--- src/rtl/regfile_pkg.sv ---
// Shared types and helpers for the multiport register file.
// strb_merge works on a wide word; callers zero-extend inputs and truncate the result.
package regfile_pkg;

  typedef enum logic {ST_INIT, ST_RUN} rf_state_e;

  localparam int RF_MAX_W = 256;

  typedef logic [RF_MAX_W-1:0]   rf_word_t;
  typedef logic [RF_MAX_W/8-1:0] rf_strb_t;

  function automatic rf_word_t strb_merge(rf_word_t old_w, rf_word_t new_w, rf_strb_t strb);
    rf_word_t r;
    r = old_w;
    for (int b = 0; b < RF_MAX_W/8; b++)
      if (strb[b]) r[b*8 +: 8] = new_w[b*8 +: 8];
    return r;
  endfunction

endpackage

--- src/rtl/regfile_read_port.sv ---
// One read port: range check, zero-register, write bypass and registered output.
module regfile_read_port
  import regfile_pkg::*;
#(
  parameter int DATA_W    = 32,
  parameter int DEPTH     = 32,
  parameter int ADDR_W    = $clog2(DEPTH),
  parameter int ZERO_REG0 = 1,
  parameter int BYPASS    = 1
) (
  input  logic                clk,
  input  logic                reset_n,
  input  logic                en,
  input  logic [ADDR_W-1:0]   addr,
  input  logic [DATA_W-1:0]   word,
  input  logic                wr_fire,
  input  logic [ADDR_W-1:0]   wr_addr,
  input  logic [DATA_W-1:0]   wr_data,
  input  logic [DATA_W/8-1:0] wr_strb,
  output logic [DATA_W-1:0]   data,
  output logic                valid,
  output logic                oor
);

  logic              in_range;
  logic              is_zero;
  logic              bypass_hit;
  logic [DATA_W-1:0] nxt;

  assign in_range   = {1'b0, addr} < (ADDR_W+1)'(DEPTH);
  assign oor        = en && !in_range;
  assign is_zero    = (ZERO_REG0 != 0) && (addr == '0);
  assign bypass_hit = (BYPASS != 0) && wr_fire && (wr_addr == addr);

  always_comb begin
    nxt = word;
    if (!in_range || is_zero)
      nxt = '0;
    else if (bypass_hit)
      nxt = DATA_W'(strb_merge(rf_word_t'(word), rf_word_t'(wr_data), rf_strb_t'(wr_strb)));
  end

  // data holds its last value while the port is idle
  always_ff @(posedge clk or negedge reset_n) begin
    if (!reset_n) begin
      valid <= 1'b0;
      data  <= '0;
    end else begin
      valid <= en;
      if (en) data <= nxt;
    end
  end

endmodule

--- src/rtl/regfile_multiport.sv ---
// Native register file: one byte-strobed write port, NUM_RD read ports, 1-cycle reads.
// A clear-all sweep zeroes the array after reset so the storage itself needs no reset.
module regfile_multiport
  import regfile_pkg::*;
#(
  parameter int DATA_W    = 32,
  parameter int DEPTH     = 32,
  parameter int ADDR_W    = $clog2(DEPTH),
  parameter int NUM_RD    = 2,
  parameter int ZERO_REG0 = 1,
  parameter int BYPASS    = 1
) (
  input  logic                     clk,
  input  logic                     reset_n,
  input  logic                     wr_en,
  input  logic [ADDR_W-1:0]        wr_addr,
  input  logic [DATA_W-1:0]        wr_data,
  input  logic [DATA_W/8-1:0]      wr_strb,
  input  logic [NUM_RD-1:0]        rd_en,
  input  logic [NUM_RD*ADDR_W-1:0] rd_addr,
  output logic [NUM_RD*DATA_W-1:0] rd_data,
  output logic [NUM_RD-1:0]        rd_valid,
  input  logic                     clear_req,
  output logic                     ready,
  output logic                     err
);

  rf_state_e         state;
  logic [ADDR_W-1:0] cnt;
  logic [DATA_W-1:0] mem [DEPTH];

  logic              run;
  logic              wr_in_range;
  logic              wr_fire;
  logic              wr_oor;
  logic [NUM_RD-1:0] rd_oor;

  assign run         = (state == ST_RUN);
  assign wr_in_range = {1'b0, wr_addr} < (ADDR_W+1)'(DEPTH);
  assign wr_fire     = run && wr_en && wr_in_range && !((ZERO_REG0 != 0) && (wr_addr == '0));
  assign wr_oor      = run && wr_en && !wr_in_range;

  always_ff @(posedge clk or negedge reset_n) begin
    if (!reset_n) begin
      state <= ST_INIT;
      cnt   <= '0;
      ready <= 1'b0;
      err   <= 1'b0;
    end else begin
      err <= wr_oor || (|rd_oor);
      case (state)
        ST_INIT: begin
          if (cnt == ADDR_W'(DEPTH-1)) begin
            state <= ST_RUN;
            ready <= 1'b1;
          end else begin
            cnt <= cnt + 1'b1;
          end
        end
        ST_RUN: begin
          if (clear_req) begin
            state <= ST_INIT;
            cnt   <= '0;
            ready <= 1'b0;
          end
        end
        default: begin
          state <= ST_INIT;
          cnt   <= '0;
          ready <= 1'b0;
        end
      endcase
    end
  end

  // Per-byte write enables keep the array in the shape RAM inference expects.
  always_ff @(posedge clk) begin
    if (!run) begin
      mem[cnt] <= '0;
    end else if (wr_fire) begin
      for (int b = 0; b < DATA_W/8; b++)
        if (wr_strb[b]) mem[wr_addr][b*8 +: 8] <= wr_data[b*8 +: 8];
    end
  end

  for (genvar i = 0; i < NUM_RD; i++) begin : g_rd
    logic [ADDR_W-1:0] addr;
    assign addr = rd_addr[i*ADDR_W +: ADDR_W];

    regfile_read_port #(
      .DATA_W   (DATA_W),
      .DEPTH    (DEPTH),
      .ADDR_W   (ADDR_W),
      .ZERO_REG0(ZERO_REG0),
      .BYPASS   (BYPASS)
    ) u_rd (
      .clk    (clk),
      .reset_n(reset_n),
      .en     (run && rd_en[i]),
      .addr   (addr),
      .word   (mem[addr]),
      .wr_fire(wr_fire),
      .wr_addr(wr_addr),
      .wr_data(wr_data),
      .wr_strb(wr_strb),
      .data   (rd_data[i*DATA_W +: DATA_W]),
      .valid  (rd_valid[i]),
      .oor    (rd_oor[i])
    );
  end

endmodule

--- config.mk ---
export PLATFORM = sky130hd
export DESIGN_NAME = regfile_multiport
export DESIGN_NICKNAME = d
export VERILOG_FILES = /design/src/rtl/regfile_pkg.sv /design/src/rtl/regfile_read_port.sv /design/src/rtl/regfile_multiport.sv
export SDC_FILE = /design/constraint.sdc
export NUM_CORES = 1
export LEC_CHECK = 0
export CAP_MARGIN = 0
export CELL_PAD_IN_SITES_DETAIL_PLACEMENT = 1
export CELL_PAD_IN_SITES_GLOBAL_PLACEMENT = 2
export CORE_MARGIN = 1
export CORE_UTILIZATION = 30
export CTS_BUF_LIST = sky130_fd_sc_hd__clkbuf_8
export DETAILED_ROUTE_END_ITERATION = 8
export GPL_TIMING_DRIVEN = 0
export PLACE_DENSITY = 0.57
export SLEW_MARGIN = 25
export SYNTH_ARGS = -nofsm -noshare
export SYNTH_HDL_FRONTEND = slang
export SYNTH_HIERARCHICAL = 1
export SYNTH_SLANG_ARGS = --single-unit
--- constraint.sdc ---
create_clock -name clk -period 4.35 [get_ports clk]
set_input_delay 1.305 -clock clk [delete_from_list [all_inputs] [get_ports clk]]
set_output_delay 1.305 -clock clk [all_outputs]
set_load 0.02 [all_outputs]
==> results of run 1 <==
-- final cells by class --
cell class                      count  area, um^2
Antenna cell                        5        12.5
Buffer                            332        1680
Clock buffer                      221        3040
Clock inverter                    153         713
Fill cell                       19000      116000
Inverter                           72         270
Multi-Input combinational cell   2569       20300
Sequential cell                  1098       32600
Tap cell                         2355        2950
Timing Repair Buffer              189        1950
-- stage by stage --
stage	power [mW]	hold WS (ns)
final	31.8	0.255
after global routing	32.8	0.204
after CTS	32.0	0.161
after detailed placement	22.5	0.556
after global placement	22.0	0.541
after floorplan	18.1	0.621
-- worst max-delay path: cells and delay by family --
kind	cells	cell delay [ns]
AO/OA/AOI/OAI	2	0.25
buffers and inverters	4	2.89
AND/OR/NAND/NOR	4	0.79
-- registers in the layout, indices dropped and copies added, names as in the netlist --
register / count
mem: 1024
g_rd.u_rd/data: 64
cnt: 5
g_rd.u_rd/valid: 2
err: 1
ready: 1
run: 1
-- cell usage after synthesis, types with 3 or more instances --
cell type     n
a31oi_1      66
mux2i_1    1026
nor2_1       83
buf_1        29
o21a_1        5
buf_6        21
edfxtp_1   1024
and2_1       37
nor2b_1       9
buf_2       144
a22oi_1     192
a21oi_1     195
nand2b_1      7
clkbuf_1    130
or2_2         4
nand4_1      64
o21ai_0       5
o221ai_2     64
dfrtp_1      74
inv_1        72
nand2_1     280
o22ai_1       6
and2_0        8
buf_4         8
xnor2_1       4
nor4_4        3
nor3_1      112
xor2_1        9
and3_1       11
nor3_2        9
nand3_1     195
a22o_1      128
-- layer usage --
metal,part of all wire,vias to the layer above
met5,0.00011,-
met4,0.045,4
met3,0.052,401
met2,0.46,1357
met1,0.45,20900
li1,-,16700
-- worst paths after layout --
kind | from | to | slack, ns | cells past startpoint
min in group clk | g_rd[1].u_rd/data[4]$_DFFE_PN0P_ | g_rd[1].u_rd/data[4]$_DFFE_PN0P_ | 0.56 | 2
max | rd_addr[5] | g_rd[1].u_rd/data[29]$_DFFE_PN0P_ | -0.09 | 10
max in group asynchronous | reset_n | g_rd[1].u_rd/data[16]$_DFFE_PN0P_ | 3.33 | 2
min | reset_n | g_rd[0].u_rd/data[0]$_DFFE_PN0P_ | 0.25 | 1
max reg2reg | run$_DFF_PN0_ | g_rd[0].u_rd/data[13]$_DFFE_PN0P_ | 0.64 | 10
min reg2reg | g_rd[1].u_rd/data[4]$_DFFE_PN0P_ | g_rd[1].u_rd/data[4]$_DFFE_PN0P_ | 0.56 | 2
-- timing repair --
action / 4_1_cts / 5_1_grt
hold buffers: 0 / 0
resized for setup: 9 / 15
setup endpoints to repair: 15 / 14
gates cloned: 0 / 0
-- cells by family (layout without fill, tap and decap cells) --
group | Yosys count | in the layout | synth area share
adders and majority gates | 2 | 2 | 0.000461
xor gates and xnor gates | 13 | 13 | 0.00210
muxes | 1027 | 1027 | 0.189
buffers and inverters | 404 | 967 | 0.0347
and+or+nand+nor | 839 | 839 | 0.0755
AOI/OAI and AO/OA | 686 | 686 | 0.0978
DFF | 1098 | 1098 | 0.600
other | 2 | 7 | 0.000138
-- power groups by stage --
stage	combinational (mW)	sequential (mW)	clock, mW
after CTS	8.31	14.0	9.66
after global placement	7.80	14.2	0
after global routing	8.66	14.1	10.1
after detailed placement	8.28	14.2	0
after floorplan	3.77	14.3	0
final	8.36	14.0	9.50
==> impl.org, run 1 <==
** Clocking
- After clock tree synthesis, the clock-pin slew on the worst setup and hold paths is 0.06 ns.
- TritonCTS Sinks :: 1098
- Clock latency on the worst-skew pair :: 0.96 ns
- Worst-case clock buffer depth :: 3
- CTS built an H-tree with a depth of 4.
- The root buffer cell chosen for the clock tree is clkbuf_8.
- The number of clock buffers added by TritonCTS is 203.
- TritonCTS built the clock tree.
- Buffers added to address setup during post-CTS repair amount to 0.

** Layout
- Final core utilization :: 0.355
- Finished Cell Area :: 0.0636 mm^2
- Most common cell after layout, fill and taps aside :: mux2i_1
- Of the cells placed in the final design, the portion with a size suffix greater than 1 is 0.164.
- Growth of design area from synthesis to finish :: 17.0%
- The library cells used most frequently in the layout, excluding fill and tap cells, are mux2i_1, edfxtp_1, nand2_1, clkbuf_8.
- Nets :: 4524
- Non-filler instance count after layout :: 6994

** Drt
- Detailed-router iteration count before antenna repair :: 5
- Via count of the routed design :: 39.4k
- Antenna Nets Post-Route :: 0
- Using the TritonRoute via totals, the vias-per-cell ratio works out to 5.63.
- After the first detailed-routing iteration, the DRC count stood at 3462.
- After detailed routing, the total wire length is 252000 um.
- Number of DRC violations after detailed routing :: 0
- Routed len/inst :: 36.1 um

** Outcome
- Violated checks :: setup timing
- The flow ran to the end, but the final reports show violations.

** Pwr
- VDD sags by at most 0.258 mV.
- The analysis attributes to net switching a power of 11.3 mW.
- Of the total power, the share spent switching nets is 0.354.
- The share of total power dissipated in the clock network is 0.298.
- Sequential share of power :: 0.439
- In this run the power density over the cells is 501 mW/mm^2.
- The internal power of the cells totals 20.6 mW.
- In this run the static leakage power is 23.9 nW.
- Of the total power, combinational logic draws 0.262.

** Die
- In this run the core area contains 155 standard-cell rows.
- Measured along the y axis, the die boundary spans 428 um.
- For this design the top-level I/O count stands at 125.
- The die covers 0.183 mm^2.
- Horizontal die dimension :: 428 um
- The core region is 0.179 mm^2.
- Starting Density :: 0.303

** Setup path
- Of all nets on the critical path, the largest fanout is 10.
- Worst path arrival time :: 5.24 ns
- The critical path is of the in2reg type.
- For this run, the slowest stage of the critical path takes 0.84 ns.
- The worst setup path is captured at a flop.
- At the worst endpoint, the required time is 5.15 ns.
- Ordered list of cells on the worst path :: clkdlybuf4s50_1, nor2b_1, buf_2, clkdlybuf4s15_1, clkdlybuf4s15_1, a22oi_1, nand3_1, nand3_1, nand2_1, o221ai_2
- STA classifies the critical path startpoint as a primary input.
- Library cell contributing the largest single delay on the critical path :: clkdlybuf4s15_1

** Timing
- Measured slew at the worst slew-check pin :: 1.19 ns
- Fin worst setup slack :: -0.0913 ns
- Final number of max-transition violations :: 0
- The worst pin sits at a relative slew slack of 0.209.
- Setup repair after global routing left no endpoint under its margin.
- Period utilization :: 1.02
- After routing, the total negative slack on setup checks comes to -0.478 ns.
- Final Critical Period :: 4.44 ns
- Derived from the worst setup path, the maximum achievable clock frequency is 225 MHz.
- Final-report setup violation count :: 9
- Clock tree skew after final layout :: 0.0605 ns
- Final Hold Vio Count :: 0

** Worst hold path
- Hold WC Path Type :: in2async

** Global route
- Total GRT Usage :: 0.272
- Global routing finished with a remaining overflow of 0.
- The layer flagged by global routing as most heavily used is met2.
- First-pass GRT wire length :: 338000 um
- Met3 global-route usage :: 0.0412
- Pin count of the biggest net entering global routing :: 49
- Via count of the first global-routing pass :: 40.3k
- For met2 alone, demand over resource in global routing was 0.431.
- Antenna violations before repair :: 15
- Fraction of met1 tracks used by global routing :: 0.368

** Synth
- After synthesis, the share of flip-flops with an asynchronous set or reset is 0.0674.
- The cell area that synthesis handed to floorplanning was 0.0543 mm^2.
- Netlist cell types :: 66
- Counting flops and latches in the post-synthesis netlist gives 1098.
- Of the synthesized area, sequential elements account for 0.600.
- Counting flops with a built-in enable in the synthesized netlist gives 1024.
- The share of synthesized area in the top cell type comes to 0.566.
- Cell taking the most area after synthesis :: edfxtp_1
- Synthesis handed over a netlist of 4071 instances.
- Synthesized Nets :: 4130
- Yosys synthesis warning count :: 6
- Primary FF master, synth :: edfxtp_1
- Synth top area cells :: edfxtp_1, mux2i_1, dfrtp_1
- In this run the mean area of a mapped cell was 13.3 um^2.

** Placed design
- The congestion estimate from routability-driven global placement came to 0.908.
- After detailed placement, the design holds a cell count of 6615.
- Detail Placement HPWL :: 186000 um
- Count of buffers from port buffering :: 124
- OpenSTA, run right after detailed placement, puts the worst setup slack at -1.27 ns.
- Post-Place Cell Area :: 0.0597 mm^2

** Flow run
- Max-capacitance violation count :: 0
Note: power is estimated with default switching activity, not from simulation.
==> inputs of run 2 (changes only) <==
--- a/config.mk
+++ b/config.mk
@@ -9,11 +9,11 @@
 export CELL_PAD_IN_SITES_DETAIL_PLACEMENT = 1
 export CELL_PAD_IN_SITES_GLOBAL_PLACEMENT = 2
 export CORE_MARGIN = 1
-export CORE_UTILIZATION = 30
+export CORE_UTILIZATION = 50
 export CTS_BUF_LIST = sky130_fd_sc_hd__clkbuf_8
 export DETAILED_ROUTE_END_ITERATION = 8
 export GPL_TIMING_DRIVEN = 0
-export PLACE_DENSITY = 0.57
+export PLACE_DENSITY = 0.88
 export SLEW_MARGIN = 25
 export SYNTH_ARGS = -nofsm -noshare
 export SYNTH_HDL_FRONTEND = slang
==> impl.org, run 2 (same netlist as run 1, synthesis figures left out) <==
** Timing
- The final total negative setup slack was -2.57 ns (was -0.478 ns).
- The pin slew with the least headroom to its limit is 1.24 ns (was 1.19 ns).
- RSZ-0062 raised after global routing :: true (was false)
- The post-layout minimum cycle time is 4.59 ns (was 4.44 ns).
- Final-report setup violation count :: 47 (was 9)
- The number of pins exceeding their max-slew limit in the final report was 0 (unchanged).
- The fmax is 218 MHz (was 225 MHz).
- Fin worst setup slack :: -0.242 ns (was -0.0913 ns)
- The worst clock skew is 0.0420 ns (was 0.0605 ns).
- The minimum hold slack was 0.234 ns (was 0.255 ns).
- The hold violation total from the final report is 0 (unchanged).
- Relative slew slack :: 0.171 (was 0.209)
- Period utilization :: 1.06 (was 1.02)

** Layout
- The final core utilization was 0.571 (was 0.355).
- Most used cells in the layout excluding fill and tap cells :: mux2i_1, edfxtp_1, nand2_1, a21oi_1, nand3_1 (was mux2i_1, edfxtp_1, nand2_1, clkbuf_8)
- Finished Cell Area :: 0.0613 mm^2 (was 0.0636 mm^2)
- The share of cells above drive strength 1 came to 0.149 (was 0.164).
- Number of flip-flops under the largest register name :: 1024 (unchanged)
- The area overhead of the layout relative to synthesis was 12.9% (was 17.0%).
- The number of nets in the layout came to 4469 (was 4524).
- Biggest regs: mem x1024, g_rd.u_rd/data x64, cnt x5 (unchanged).
- The multi-input gate area in the final layout was 0.0203 mm^2 (about the same).
- Register cell area after layout :: 0.0326 mm^2 (unchanged)
- Non-filler instance count after layout :: 5965 (was 6994)
- The most common library cell in the layout ignoring fill and taps is mux2i_1 (unchanged).
- The largest register by flop count is mem (unchanged).
- Fill cell count :: 10.6k (was 19.0k)

** Setup path
- Minimum setup slack among reg-to-reg paths :: 0.76 ns (was 0.64 ns)
- The depth of the most critical reg-to-reg path was 10 (unchanged).
- The data required time of the critical path was 5.11 ns (was 5.15 ns).
- Kind of critical path :: in2reg (unchanged)
- Worst-path fanout max :: 10 (unchanged)
- The kind of end point of the critical path is a flop (unchanged).
- Worst path arrival time :: 5.35 ns (was 5.24 ns)
- Startpoint type of the worst setup path :: primary input (unchanged)

** Flow run
- The max-capacitance violation count was 0 (unchanged).

** Placed design
- The setup slack after placement was -1.69 ns (was -1.27 ns).
- Detail Placement HPWL :: 158000 um (was 186000 um)
- The quantity of I/O buffers inserted on ports came to 124 (unchanged).
- Post-Place Cell Area :: 0.0579 mm^2 (was 0.0597 mm^2)
- The final estimated routing congestion in global placement came to 0.953 (was 0.908).
- Inst Count DP :: 5627 (was 6615)

** Pwr
- Comb pwr share :: 0.261 (was 0.262)
- The leakage power total came to 23.4 nW (was 23.9 nW).
- The total net switching power is 10.7 mW (was 11.3 mW).
- Final Power :: 30.4 mW (was 31.8 mW)
- Part of the power in the clock network :: 0.279 (was 0.298)
- The part of the power in registers is 0.460 (was 0.439).
- The power per cell area was 496 mW/mm^2 (was 501 mW/mm^2).
- Internal power summed over all cells :: 19.8 mW (was 20.6 mW)
- The worst IR drop on VDD came to 0.317 mV (was 0.258 mV).
- Proportion of total power due to net switching :: 0.351 (was 0.354)

** Drt
- Count of routing violations after the opening detailed-route iteration :: 4807 (was 3462)
- The detailed-route vias per instance came to 6.81 (was 5.63).
- Detailed-router iteration count before antenna repair :: 9 (was 5)
- Via count of the routed design :: 40.6k (was 39.4k)
- The number of remaining DRC errors was 0 (unchanged).
- The post-route antenna net violation count is 0 (unchanged).
- The mean routed wirelength per cell is 36.1 um (about the same).
- Final routed wirelength across all metal layers :: 215000 um (was 252000 um)

** Clocking
- The largest buffer count on any clock path was 3 (unchanged).
- Clock buffer count from CTS :: 183 (was 203)
- The CTS tree is done (unchanged).
- Clock-pin slew reported for the worst setup and hold paths after clock tree synthesis :: 0.06 ns (about the same)
- The count of hold buffers inserted by post-cts repair came to 0 (unchanged).
- Clock latency on the worst-skew pair :: 0.93 ns (was 0.96 ns)
- The clock tree root driver cell was clkbuf_8 (unchanged).
- TritonCTS Sinks :: 1098 (unchanged)
- H-tree Lvls :: 4 (unchanged)
- The buffers inserted during post-CTS setup optimization is 0 (unchanged).

** Die
- Number of placement rows :: 120 (was 155)
- Number of ports placed on the die boundary :: 125 (unchanged)
- The total die area came to 0.110 mm^2 (was 0.183 mm^2).
- The effective utilization at floorplan came to 0.506 (was 0.303).
- The placeable core area was 0.107 mm^2 (was 0.179 mm^2).
- The vertical extent of the die was 332 um (was 428 um).
- The x dimension of the die came to 332 um (was 428 um).

** Global route
- Via count of the first global-routing pass :: 41.0k (was 40.3k)
- Total gr overflow :: 0 (unchanged)
- Antenna violations before repair :: 5 (was 15)
- The global-route wire length before repair is 299000 um (was 338000 um).
- The global-route total usage across every layer came to 0.384 (was 0.272).
- Pin count of the biggest net entering global routing :: 57 (was 49)

** Outcome
- Status :: complete, but fails checks (unchanged)
- Violated checks :: setup timing (unchanged)

** Worst hold path
- Hold WC Path Type :: in2async (unchanged)
## run 2: cell types whose count changed in the layout (fill, tap and decap cells not counted), moves of 7 or more
cell / before / now
inv_1: 147 / 138
clkinv_2: 13 / 20
clkbuf_8: 221 / 189
buf_8: 10 / 1
buf_2: 151 / 142
a31oi_1: 64 / 57
a31oi_2: 4 / 11
nor2_2: 54 / 36
nor2_1: 26 / 49
buf_4: 48 / 35
## run 2: power groups by stage
stage | logic (mW) | registers [mW] | clock network [mW]
detailed placement | 7.65 | 14.2 | 0
CTS | 7.70 | 14.0 | 8.44
finish | 7.95 | 14.0 | 8.50
global placement | 7.27 | 14.1 | 0
global route | 8.12 | 14.1 | 8.85
floorplan | 3.77 | 14.3 | 0
## run 2: critical path, cell delays in order
cell and delay [ns]:
clkdlybuf4s50_1 0.98, and2_1 0.25, buf_2 0.47, clkbuf_1 0.86, a21oi_1 0.17, a31oi_1 0.63, nand3_1 0.35, nand2_1 0.20
o221ai_2 0.10
## run 2: layout make-up
class	count	share of cell area
Inverter	72	0.00441
Antenna cell	3	0.000122
Timing Repair Buffer	154	0.0247
Multi-Input combinational cell	2569	0.330
Tap cell	1403	0.0286
Clock buffer	189	0.0424
Clock inverter	145	0.0106
Sequential cell	1098	0.531
Buffer	332	0.0272
## run 2: final timing paths
path	endpoint	startpoint
worst max-delay path	g_rd[0].u_rd/data[28]$_DFFE_PN0P_	rd_addr[0]
worst min register to register	g_rd[1].u_rd/data[28]$_DFFE_PN0P_	g_rd[1].u_rd/data[28]$_DFFE_PN0P_
max in group asynchronous	g_rd[0].u_rd/data[15]$_DFFE_PN0P_	reset_n
worst max register to register	g_rd[0].u_rd/data[12]$_DFFE_PN0P_	run$_DFF_PN0_
worst min-delay path	g_rd[1].u_rd/data[2]$_DFFE_PN0P_	reset_n
min in group clk	g_rd[1].u_rd/data[28]$_DFFE_PN0P_	g_rd[1].u_rd/data[28]$_DFFE_PN0P_
## run 2: per-layer routing
layer | share of wire | global-route usage
met5 | 0.000060 | 0
met4 | 0.075 | 0.253
met3 | 0.094 | 0.0744
met2 | 0.44 | 0.576
met1 | 0.39 | 0.509
## run 2: timing repair
item,in CTS,in global routing
gates resized for setup,32,24
endpoints found under the setup margin,64,18
gates cloned,0,0
